[src/rtl/btn_event_pkg.sv]
// Shared types and helpers for the button event decoder.
// BTN_DOUBLE_CLICK_EN adds the double-click wait states to state_t.
package btn_event_pkg;

  typedef enum logic [1:0] {
    EV_NONE   = 2'd0,
    EV_SHORT  = 2'd1,
    EV_LONG   = 2'd2,
    EV_DOUBLE = 2'd3
  } event_code_t;

`ifdef BTN_DOUBLE_CLICK_EN
  typedef enum logic [2:0] {
    IDLE      = 3'd0,
    PRESSED   = 3'd1,
    LONG_HELD = 3'd2,
    WAIT2     = 3'd3,
    DBL_HELD  = 3'd4
  } state_t;
`else
  typedef enum logic [1:0] {
    IDLE      = 2'd0,
    PRESSED   = 2'd1,
    LONG_HELD = 2'd2
  } state_t;
`endif

  // Timer width wide enough for the larger of the two terminal counts.
  function automatic int unsigned timer_width(input int unsigned a, input int unsigned b);
    int unsigned m;
    m = (a > b) ? a : b;
    return (m < 2) ? 1 : $clog2(m);
  endfunction

endpackage

[src/rtl/btn_sat_counter.sv]
// Saturating up-counter with synchronous clear taking priority over increment.
module btn_sat_counter #(
  parameter int unsigned CNT_W = 8
) (
  input  logic             clk,
  input  logic             rst_n,
  input  logic             inc,
  input  logic             clr,
  output logic [CNT_W-1:0] count
);

  localparam logic [CNT_W-1:0] CNT_MAX = '1;

  always_ff @(posedge clk or negedge rst_n) begin
    if (!rst_n) begin
      count <= '0;
    end else if (clr) begin
      count <= '0;
    end else if (inc && (count != CNT_MAX)) begin
      count <= count + CNT_W'(1);
    end
  end

endmodule

[src/rtl/btn_event_decoder.sv]
// Classifies debounced presses into short / long / double-click event pulses.
// Double-click detection is compiled in when BTN_DOUBLE_CLICK_EN is defined.
module btn_event_decoder
  import btn_event_pkg::*;
#(
  parameter int unsigned LONG_CYCLES = 1_000_000,
  parameter int unsigned GAP_CYCLES  = 250_000,
  parameter int unsigned CNT_W       = 8
) (
  input  logic             clk_i,
  input  logic             rst_ni,
  input  logic             db_tick_i,
  input  logic             db_level_i,
  input  logic             clr_cnt_i,
  output logic             short_o,
  output logic             long_o,
  output logic             double_o,
  output logic [1:0]       event_code_o,
  output logic [CNT_W-1:0] press_cnt_o
);

  localparam int unsigned   TW        = timer_width(LONG_CYCLES, GAP_CYCLES);
  localparam logic [TW-1:0] LONG_LAST = TW'(LONG_CYCLES - 1);
`ifdef BTN_DOUBLE_CLICK_EN
  localparam logic [TW-1:0] GAP_LAST  = TW'(GAP_CYCLES - 1);
`endif

  state_t        state_q, state_d;
  logic [TW-1:0] timer_q, timer_d;
  logic          short_c, long_c, double_c, accept_c;

  always_ff @(posedge clk_i or negedge rst_ni) begin
    if (!rst_ni) begin
      state_q <= IDLE;
      timer_q <= '0;
    end else begin
      state_q <= state_d;
      timer_q <= timer_d;
    end
  end

  // Next state and timer; every terminal timer value forces an exit.
  always_comb begin
    state_d = state_q;
    timer_d = '0;
    case (state_q)
      IDLE: begin
        if (db_tick_i) state_d = PRESSED;
      end
      PRESSED: begin
        if (!db_level_i) begin
`ifdef BTN_DOUBLE_CLICK_EN
          state_d = WAIT2;
`else
          state_d = IDLE;
`endif
        end else if (timer_q == LONG_LAST) begin
          state_d = LONG_HELD;
        end else begin
          timer_d = timer_q + TW'(1);
        end
      end
      LONG_HELD: begin
        if (!db_level_i) state_d = IDLE;
      end
`ifdef BTN_DOUBLE_CLICK_EN
      WAIT2: begin
        if (db_tick_i) begin
          state_d = DBL_HELD;
        end else if (timer_q == GAP_LAST) begin
          state_d = IDLE;
        end else begin
          timer_d = timer_q + TW'(1);
        end
      end
      DBL_HELD: begin
        if (!db_level_i) state_d = IDLE;
      end
`endif
      default: state_d = IDLE;
    endcase
  end

  // Event and press-accept decode; a tick in WAIT2 wins over gap expiry.
  always_comb begin
    short_c  = 1'b0;
    long_c   = 1'b0;
    double_c = 1'b0;
    accept_c = 1'b0;
    case (state_q)
      IDLE: accept_c = db_tick_i;
      PRESSED: begin
        if (db_level_i && (timer_q == LONG_LAST)) long_c = 1'b1;
`ifndef BTN_DOUBLE_CLICK_EN
        if (!db_level_i) short_c = 1'b1;
`endif
      end
`ifdef BTN_DOUBLE_CLICK_EN
      WAIT2: begin
        if (db_tick_i) begin
          double_c = 1'b1;
          accept_c = 1'b1;
        end else if (timer_q == GAP_LAST) begin
          short_c = 1'b1;
        end
      end
`endif
      default: ;
    endcase
  end

  always_ff @(posedge clk_i or negedge rst_ni) begin
    if (!rst_ni) begin
      short_o      <= 1'b0;
      long_o       <= 1'b0;
      event_code_o <= EV_NONE;
    end else begin
      short_o <= short_c;
      long_o  <= long_c;
      if (long_c)       event_code_o <= EV_LONG;
      else if (short_c) event_code_o <= EV_SHORT;
      else if (double_c) event_code_o <= EV_DOUBLE;
    end
  end

`ifdef BTN_DOUBLE_CLICK_EN
  always_ff @(posedge clk_i or negedge rst_ni) begin
    if (!rst_ni) double_o <= 1'b0;
    else         double_o <= double_c;
  end
`else
  assign double_o = 1'b0;
`endif

  btn_sat_counter #(.CNT_W(CNT_W)) u_press_cnt (
    .clk   (clk_i),
    .rst_n (rst_ni),
    .inc   (accept_c),
    .clr   (clr_cnt_i),
    .count (press_cnt_o)
  );

endmodule

[config.mk]
export PLATFORM = sky130hd
export DESIGN_NAME = btn_event_decoder
export DESIGN_NICKNAME = d
export VERILOG_FILES = /design/src/rtl/btn_event_pkg.sv /design/src/rtl/btn_sat_counter.sv /design/src/rtl/btn_event_decoder.sv
export SDC_FILE = /design/constraint.sdc
export NUM_CORES = 1
export LEC_CHECK = 0
export CORE_MARGIN = 8
export CORE_UTILIZATION = 50
export DETAILED_ROUTE_END_ITERATION = 10
export PLACE_DENSITY = 0.82
export SLEW_MARGIN = 40
export SYNTH_ARGS = -nofsm -noshare
export SYNTH_HDL_FRONTEND = slang
export SYNTH_SLANG_ARGS = --single-unit
[constraint.sdc]
create_clock -name clk_i -period 5.2 [get_ports clk_i]
set_input_delay 1.04 -clock clk_i [delete_from_list [all_inputs] [get_ports clk_i]]
set_output_delay 1.04 -clock clk_i [all_outputs]
set_load 0.03 [all_outputs]
Yosys cells after proc, flatten, opt, wreduce, memory -nomap -nowiden
Index checks and enable logic that the tools add are counted.

word-level totals
  bits in read-only memories = 0
  output and inout bits = 13
  flip-flop bits (word level) = 34
  latch bits = 0
  bits in writable memories = 0
  input bits = 5
  logic and storage cells = 38
  memories = 0

cells by class
  div/mod/pow operators = 0
  reduce and logical (&&, ||, !) cells = 6
  equal/unequal tests = 7
  $mul = 0
  add/subtract/negate cells = 2
  $lt $le $gt $ge = 0
  bitwise logic cells = 0
  mux-type cells = 17
  shifts and indexed selects = 0

operator list
  kind                   number
  $mux 20                3
  $add 20x1->20 const B  1
  $eq 20x20->1 const B   1
  $mux 8                 2
  $mux 2                 6
  $add 8x1->8 const B    1
  $ne 8x8->1 const B     1
  $pmux 2 s3             1
  $mux 1                 5
  $ne 2x2->1 const B     2
  $reduce_bool 2->1      2
  $ne 3x3->1 const B     1
  $reduce_and 3->1       1
  $eq 2x1->1 const B     1
  $eq 2x2->1 const B     1
  $logic_and 1x1->1      2
  $logic_not 2->1        1

Longest topological paths before layout
Gate-level depths: netlist of the first run.

  depth in word-level cells = 5
  mapped depth = 6

Cells and area by module
A second synthesis of the first run with hierarchy kept.

unflattened totals
  cell total of the unflattened synthesis = 179
  area total of the unflattened synthesis = 1720.4 um2

modules (own cells, without submodules)
  module             times used  sequential area each (um2)  area an instance (um2)  cells each
  btn_event_decoder  1           650.6                       1256.2                  130
  btn_sat_counter    1           200.2                       464.2                   49

Least setup slack after synthesis of the first run
No wires, ideal clock.

  path type = input-to-reg
  start point = input port db_tick_i
  end point = register u_press_cnt.count[7]
  library setup time = 0.119 ns
  data arrival time = 1.987 ns
  stages = 4
  path buffers = 0
  path slack = 3.094 ns
  cells stage by stage = nor3b_1 o211ai_1 o21a_1 o21ba_2

on the way
  cells in the longest elaborated chain, start to end = 3

ends and longest elaborated chain
  item                                RTL line                 text
  from (decl)                         btn_event_decoder.sv:12  input logic db_tick_i,
  $mux 1                              btn_event_decoder.sv:90  case (state_q)
  $logic_and 1x1->1                   btn_sat_counter.sv:19    end else if (inc && (count != CNT_MAX)) begin
  $reduce_bool 2->1 (no source line)  --
  to (signal assigned)                btn_sat_counter.sv:20    count <= count + CNT_W'(1);
  to (decl)                           btn_sat_counter.sv:9     output logic [CNT_W-1:0] count

Every way passes these cells.
A chain may end at the register's enable or synchronous reset.

Worst setup path in the final report of the first run
  start point = register u_press_cnt.count[2]
  end point = output port press_cnt_o[2]

RTL lines
  item       RTL line                 text
  to (decl)  btn_event_decoder.sv:19  output logic [CNT_W-1:0] press_cnt_o

No word-level cell between the ends.

==> results of run 1 <==
[where the power goes]
group          internal (W)  switching (W)
clock network      0.000150      0.0000952
logic             0.0000137      0.0000258
registers          0.000269     0.00000538
total              0.000433       0.000126
[kinds of logic after synthesis]
kind of cell             after synthesis
multiplexers                           1
other                                  1
AND/OR/NAND/NOR                       75
flip-flops                            34
XOR/XNOR                              19
buffers and inverters                 10
AO/OA/AOI/OAI                         21
adder cells (fa/ha/maj)                2
[layout make-up]
cell class	count	share of cell area
clock buffers	5	0.0191
clock inverters	3	0.0351
inverters	6	0.0115
multi-input cells	119	0.382
flip-flops and latches	34	0.433
well taps	46	0.0293
repair buffers	18	0.0892
[registers in the layout (all words and copies together), names as in the netlist]
name / cells
long_o: 1
u_press_cnt.count: 8
event_code_o: 2
timer_q: 20
short_o: 1
state_q: 2
[per-layer routing]
layer  track usage  vias to the layer above  routed length (um)  share of wire
li1              -                      613                   -              -
met3        0.0368                        6                 135          0.042
met2         0.219                       32                1670           0.51
met4        0.0710                        0                  65          0.020
met1         0.147                      607                1380           0.42
met5             0                        -                   0              0
[cells in the mapped netlist, types with 4 or more instances]
cell type | instances | share of area
xnor2_1 | 10 | 0.053
nand3_1 | 5 | 0.015
nor4_1 | 4 | 0.015
o21ai_0 | 5 | 0.015
nor3_1 | 7 | 0.021
xor2_1 | 9 | 0.048
a21oi_1 | 5 | 0.015
dfrtp_1 | 34 | 0.52
nor2_1 | 24 | 0.055
nand2_1 | 11 | 0.025
nand4_1 | 6 | 0.023
inv_1 | 6 | 0.014
[how the worst max path moves through the flow]
| stage | to | slack (ns) | cells past startpoint |
|---|---|---|---|
| after detailed placement | u_press_cnt.count[6] | 2.40 | 5 |
| after global routing | press_cnt_o[2] | 2.56 | 1 |
| after CTS | press_cnt_o[2] | 2.63 | 1 |
| final | press_cnt_o[2] | 2.64 | 1 |
| after floorplan | u_press_cnt.count[7] | 3.09 | 4 |
| after global placement | u_press_cnt.count[6] | 2.51 | 5 |
[stage by stage]
step / hold slack (ns) / total power (W) / cells / utilization / worst slack [ns]
2_1_floorplan: 0.455 / 0.000300 / 163 / - / 3.09
3_3_place_gp: 0.465 / 0.000317 / 223 / 0.570 / 2.51
3_5_place_dp: 0.481 / 0.000319 / 223 / 0.570 / 2.40
4_1_cts: 0.496 / 0.000564 / 231 / 0.603 / 2.63
5_1_grt: 0.532 / 0.000582 / 231 / 0.603 / 2.56
6_report: 0.497 / 0.000559 / 231 / 0.603 / 2.64
==> key figures, run 1 <==
Global routing
  • First-pass GRT wire length: 5400 um
  • GRT Total Usage: 0.131
  • Vias in the first global route: 1181
  • Initial antenna violation count: 0
  • Largest net degree at the start of global routing: 35
  • Total grt overflow: 0

Synthesis
  • Top_reg_cell synth: dfrtp_1
  • EDFF count, synth: 0
  • Post-synthesis compound-gate area fraction: 0.0845
  • Area share of fa/ha/maj cells after synthesis: 0.0152
  • Mapped Cells: 163
  • Synth async-reset ratio: 1.00
  • Simple-gate area share of the yosys netlist: 0.248
  • Synthesis-stage register bit count: 34
  • Cell variety after synth: 38
  • Register area share after synthesis: 0.518
  • Synthesis Warnings: 0
  • Post-Synth XOR/XNOR Area: 0.101
  • Mux cell area share after synthesis: 0.00609
  • Post-Syn Nets: 170
  • Cell Area, Synth: 1640 sq um
  • Largest family of logic cells by synthesized area: simple AND/OR/NAND/NOR gates
  • Mean Syn Cell Area: 10.1 sq um

Placed design
  • Final HPWL DP: 2260 um
  • Port bufs: 16
  • Placed cell areas: 1860 sq um
  • RePlAce Congestion: 0.786

Floorplan
  • Die W: 73.3 um
  • Ports: 18
  • Die height: 73.3 um
  • Starting Density: 0.504
  • Std cell rows: 21
  • Full die area: 5380 sq um
  • Area of the core: 3260 sq um

Layout
  • Multi-input gate area: 751 sq um
  • Final-stage net count: 191
  • Share of cells above drive strength 1: 0.0865
  • Commonest non-fill, non-tap cell in the layout: dfrtp_1
  • # fillers: 273
  • Area growth from synthesis to layout: 19.5%
  • Ant diodes: 0
  • Most frequent cells in the layout: dfrtp_1 (34), nor2_1 (24), clkdlybuf4s50_1 (16), nand2_1 (11), xnor2_1 (10)
  • FF+latch area: 851 sq um
  • Fin area: 1960 sq um

Clock network
  • Sink Count: 34
  • PostCTS Resize Cnt: 0
  • Worst skew pair latency: 0.35 ns
  • Hold Buf Count CTS: 0
  • Num CTS Buffers: 5
  • Setup bufs post-CTS: 0
  • Deepest clock path buffer count: 2
  • Root buffer cell: clkbuf_4
  • CTS tree: yes
  • CTS H-tree depth: 2
  • Clk slew on worst S/H paths: 0.11 ns

Critical path
  • Crit-path leading delay family: buffers and inverters
  • Slowest Stage Delay on Critical Path: 0.71 ns
  • WP data arrival: 1.52 ns
  • RR Endpoint: timer_q[18]
  • CP Class: register to primary output
  • Critical R2R Launch: timer_q[0]
  • Crit path launch: u_press_cnt.count[2]
  • R2R setup slack: 3.26 ns
  • Worst-path maximum fanout: 6
  • CP startpoint kind: register
  • CP endpoint kind: primary output
  • Crit path max-delay cell type: clkdlybuf4s50_1
  • Cell Chain, Critical Path: clkdlybuf4s50_1
  • R2R depth: 5
  • CP required: 4.16 ns
  • Buf+Inv Stages, Crit Path: 1

Drt
  • Via-per-instance ratio: 5.45
  • Via Count: 1258
  • 1st-iter DRT viols: 51
  • Drt pass-1 iters: 4
  • Post-Route WL: 3250 um
  • Routed Antenna Nets: 0
  • Routed length per instance: 14.1 um
  • DR DRC count: 0

STA
  • Worst-Margin Slew: 0.598 ns
  • Final Max Slew Viols: 0
  • Max Freq: 0.391 GHz
  • Worst slew margin: 0.596
  • Setup_tns: 0 ns
  • Min cycle time layout: 2.56 ns
  • RSZ-0062 raised after global routing: no
  • Final Cycle Share: 0.492
  • Final hold vios: 0
  • Final setup fails: 0
  • Clock Skew: 0.00743 ns

Outcome
  • Status: finished, final reports clean

Min path
  • Hold Path Class: register to register
  • Critical hold path startpoint: timer_q[0]
  • Hold endpoint: timer_q[0]
  • Worst hold path cell count: 1

Power and ir drop
  • Power per cell area: 285 nW/um^2
  • VDD IR max: 0.000208 V
  • Leakage Power: 0.815 nW

Run
  • Max cap viols: 0
Power figures use the tool's default switching activity.
==> run 2: changes to the inputs <==
- PLACE_DENSITY: 0.82 -> 0.85
- clock period: 5.2 -> 2.2 ns (I/O delays scaled with it)
==> key figures, run 2 (synthesis gave the netlist of run 1 again) <==
Outcome
  • Status: finished, final reports clean

Layout
  • Share of cells above drive strength 1: 0.101 (+0.0146)
  • Number of flip-flops in the largest register: 20 (unchanged)
  • Most flop-heavy register: timer_q
  • Most frequent cells in the layout: dfrtp_1 (34), nor2_1 (24), clkdlybuf4s50_1 (16), nand2_1 (11), xnor2_1 (10)
  • Ant diodes: 0 (unchanged)
  • Commonest non-fill, non-tap cell in the layout: dfrtp_1
  • Biggest registers after layout: timer_q (20), u_press_cnt.count (8)
  • Area growth from synthesis to layout: 18.3%
  • Final-stage net count: 194 (+1.6%)
  • # fillers: 295 (+8.1%)

Drt
  • Met1 wire length: 1320 um (-3.9%)
  • Post-Route WL: 3180 um (-2.2%)
  • Routed length on met2: 1670 um (+0.12%)
  • 1st-iter DRT viols: 46 (-9.8%)
  • Via-per-instance ratio: 5.32 (-2.2%)
  • Via Count: 1246 (-0.95%)
  • Max Used Layer: met4
  • DR DRC count: 0 (unchanged)
  • Routed Antenna Nets: 0 (unchanged)
  • Met3 wire length: 119 um (-12%)
  • Routed length per instance: 13.6 um (-3.4%)
  • Drt pass-1 iters: 4 (unchanged)

STA
  • Max Freq: 0.519 GHz
  • Clock Skew: 0.00434 ns (-0.00310 ns)
  • Final Max Slew Viols: 0 (unchanged)
  • Final setup fails: 0 (unchanged)
  • RSZ-0062 raised after global routing: no
  • Min cycle time layout: 1.93 ns
  • Setup_tns: 0 ns (unchanged)
  • Final Cycle Share: 0.875
  • Final hold vios: 0 (unchanged)

Clock network
  • PostCTS Resize Cnt: 0 (unchanged)
  • Num CTS Buffers: 5 (unchanged)
  • Setup bufs post-CTS: 0 (unchanged)
  • Deepest clock path buffer count: 2 (unchanged)
  • Hold Buf Count CTS: 0 (unchanged)
  • Root buffer cell: clkbuf_4
  • Worst skew pair latency: 0.33 ns (-0.02 ns)
  • Sink Count: 34 (unchanged)
  • Clk slew on worst S/H paths: 0.10 ns (about the same)
  • CTS H-tree depth: 2 (unchanged)
  • CTS tree: yes

Global routing
  • First-pass GRT wire length: 5430 um (+0.52%)
  • Vias in the first global route: 1290 (+9.2%)
  • Initial antenna violation count: 0 (unchanged)
  • GRT Total Usage: 0.131 (+0.000188)
  • Total grt overflow: 0 (unchanged)
  • Largest net degree at the start of global routing: 35 (unchanged)

Run
  • Max cap viols: 0 (unchanged)

Placed design
  • Port bufs: 16 (unchanged)
  • RePlAce Congestion: 0.904 (+15%)
  • Final HPWL DP: 2280 um (+0.77%)

Critical path
  • Crit-path leading delay family: buffers and inverters
  • CP startpoint kind: register
  • Slowest Stage Delay on Critical Path: 0.70 ns (about the same)
  • Worst-path maximum fanout: 6 (unchanged)
  • CP required: 1.76 ns (-2.40 ns)
  • Crit path max-delay cell type: clkdlybuf4s50_1
  • CP endpoint kind: primary output
  • CP Class: register to primary output
  • WP data arrival: 1.49 ns (-0.03 ns)
  • Cell Chain, Critical Path: clkdlybuf4s50_1
  • Buf+Inv Stages, Crit Path: 1 (unchanged)

Floorplan
  • Area of the core: 3260 sq um (unchanged)
  • Std cell rows: 21 (unchanged)
  • Die W: 73.3 um (unchanged)
  • Full die area: 5380 sq um (unchanged)
  • Ports: 18 (unchanged)
  • Starting Density: 0.504 (unchanged)
  • Die height: 73.3 um (unchanged)

Min path
  • Hold Path Class: primary input to asynchronous set/reset pin

Power and ir drop
  • VDD IR max: 0.000331 V (+59%)
  • Leakage Power: 0.809 nW (-0.75%)
  • Final total power: 0.00111 W (+98%)
  • Power per cell area: 571 nW/um^2 (+100%)
## run 2: cell count changes in the layout (fill, tap and decap cells not counted)
| cell | change |
|---|---|
| buf_4 | +3 |
| bufinv_16 | -2 |
| clkbuf_8 | +1 |
| clkinv_2 | +1 |
| clkinv_4 | -1 |
| clkinvlp_4 | +1 |
## run 2: cell type report
type / instances / area [sq um] / area share
Inverter: 6 / 22.5 / 0.0116
Clock buffer: 6 / 51.3 / 0.0264
Tap cell: 46 / 57.6 / 0.0296
Multi-Input combinational cell: 119 / 751 / 0.386
Sequential cell: 34 / 851 / 0.438
Timing Repair Buffer: 21 / 198 / 0.102
Clock inverter: 2 / 12.5 / 0.00644
## run 2: power breakdown
| group | switching (W) | internal, W | total, W |
|---|---|---|---|
| logic | 0.0000614 | 0.0000370 | 0.0000984 |
| clock network | 0.000212 | 0.000154 | 0.000365 |
| registers | 0.0000103 | 0.000636 | 0.000646 |
| total | 0.000283 | 0.000826 | 0.00111 |
## run 2: final timing paths
check | startpoint | end | slack (ns) | depth (start not counted)
max | u_press_cnt.count[2] | press_cnt_o[2] | 0.27 | 1
min | rst_ni | timer_q[13] | 0.49 | 2
max reg2reg | timer_q[6] | timer_q[17] | 0.37 | 4
min reg2reg | timer_q[0] | timer_q[0] | 0.49 | 1
max in group asynchronous | rst_ni | timer_q[11] | 1.40 | 2
min in group clk_i | timer_q[0] | timer_q[0] | 0.49 | 1
## run 2: per-stage QoR
step / util / area [sq um] / std cells / hold WS (ns) / setup WS (ns)
after global placement: 0.577 / 1880 / 226 / 0.462 / 0.306
after detailed placement: 0.577 / 1880 / 226 / 0.480 / 0.278
after CTS: 0.596 / 1940 / 234 / 0.492 / 0.250
final: 0.596 / 1940 / 234 / 0.494 / 0.274
after floorplan: - / 1640 / 163 / 0.144 / 0.512
after global routing: 0.596 / 1940 / 234 / 0.529 / 0.201
## run 2: routing by layer
layer | vias to the layer above | global-route usage
met4 | 0 | 0.0843
met5 | - | 0
li1 | 617 | -
met1 | 608 | 0.128
met2 | 17 | 0.232
met3 | 4 | 0.0437
==> run 3: changes to the inputs <==
- ABC_CLOCK_PERIOD_IN_PS: default -> 2200
==> results of run 3 <==
Same layout as run 2: the final DEF is identical, and so are final timing and power.
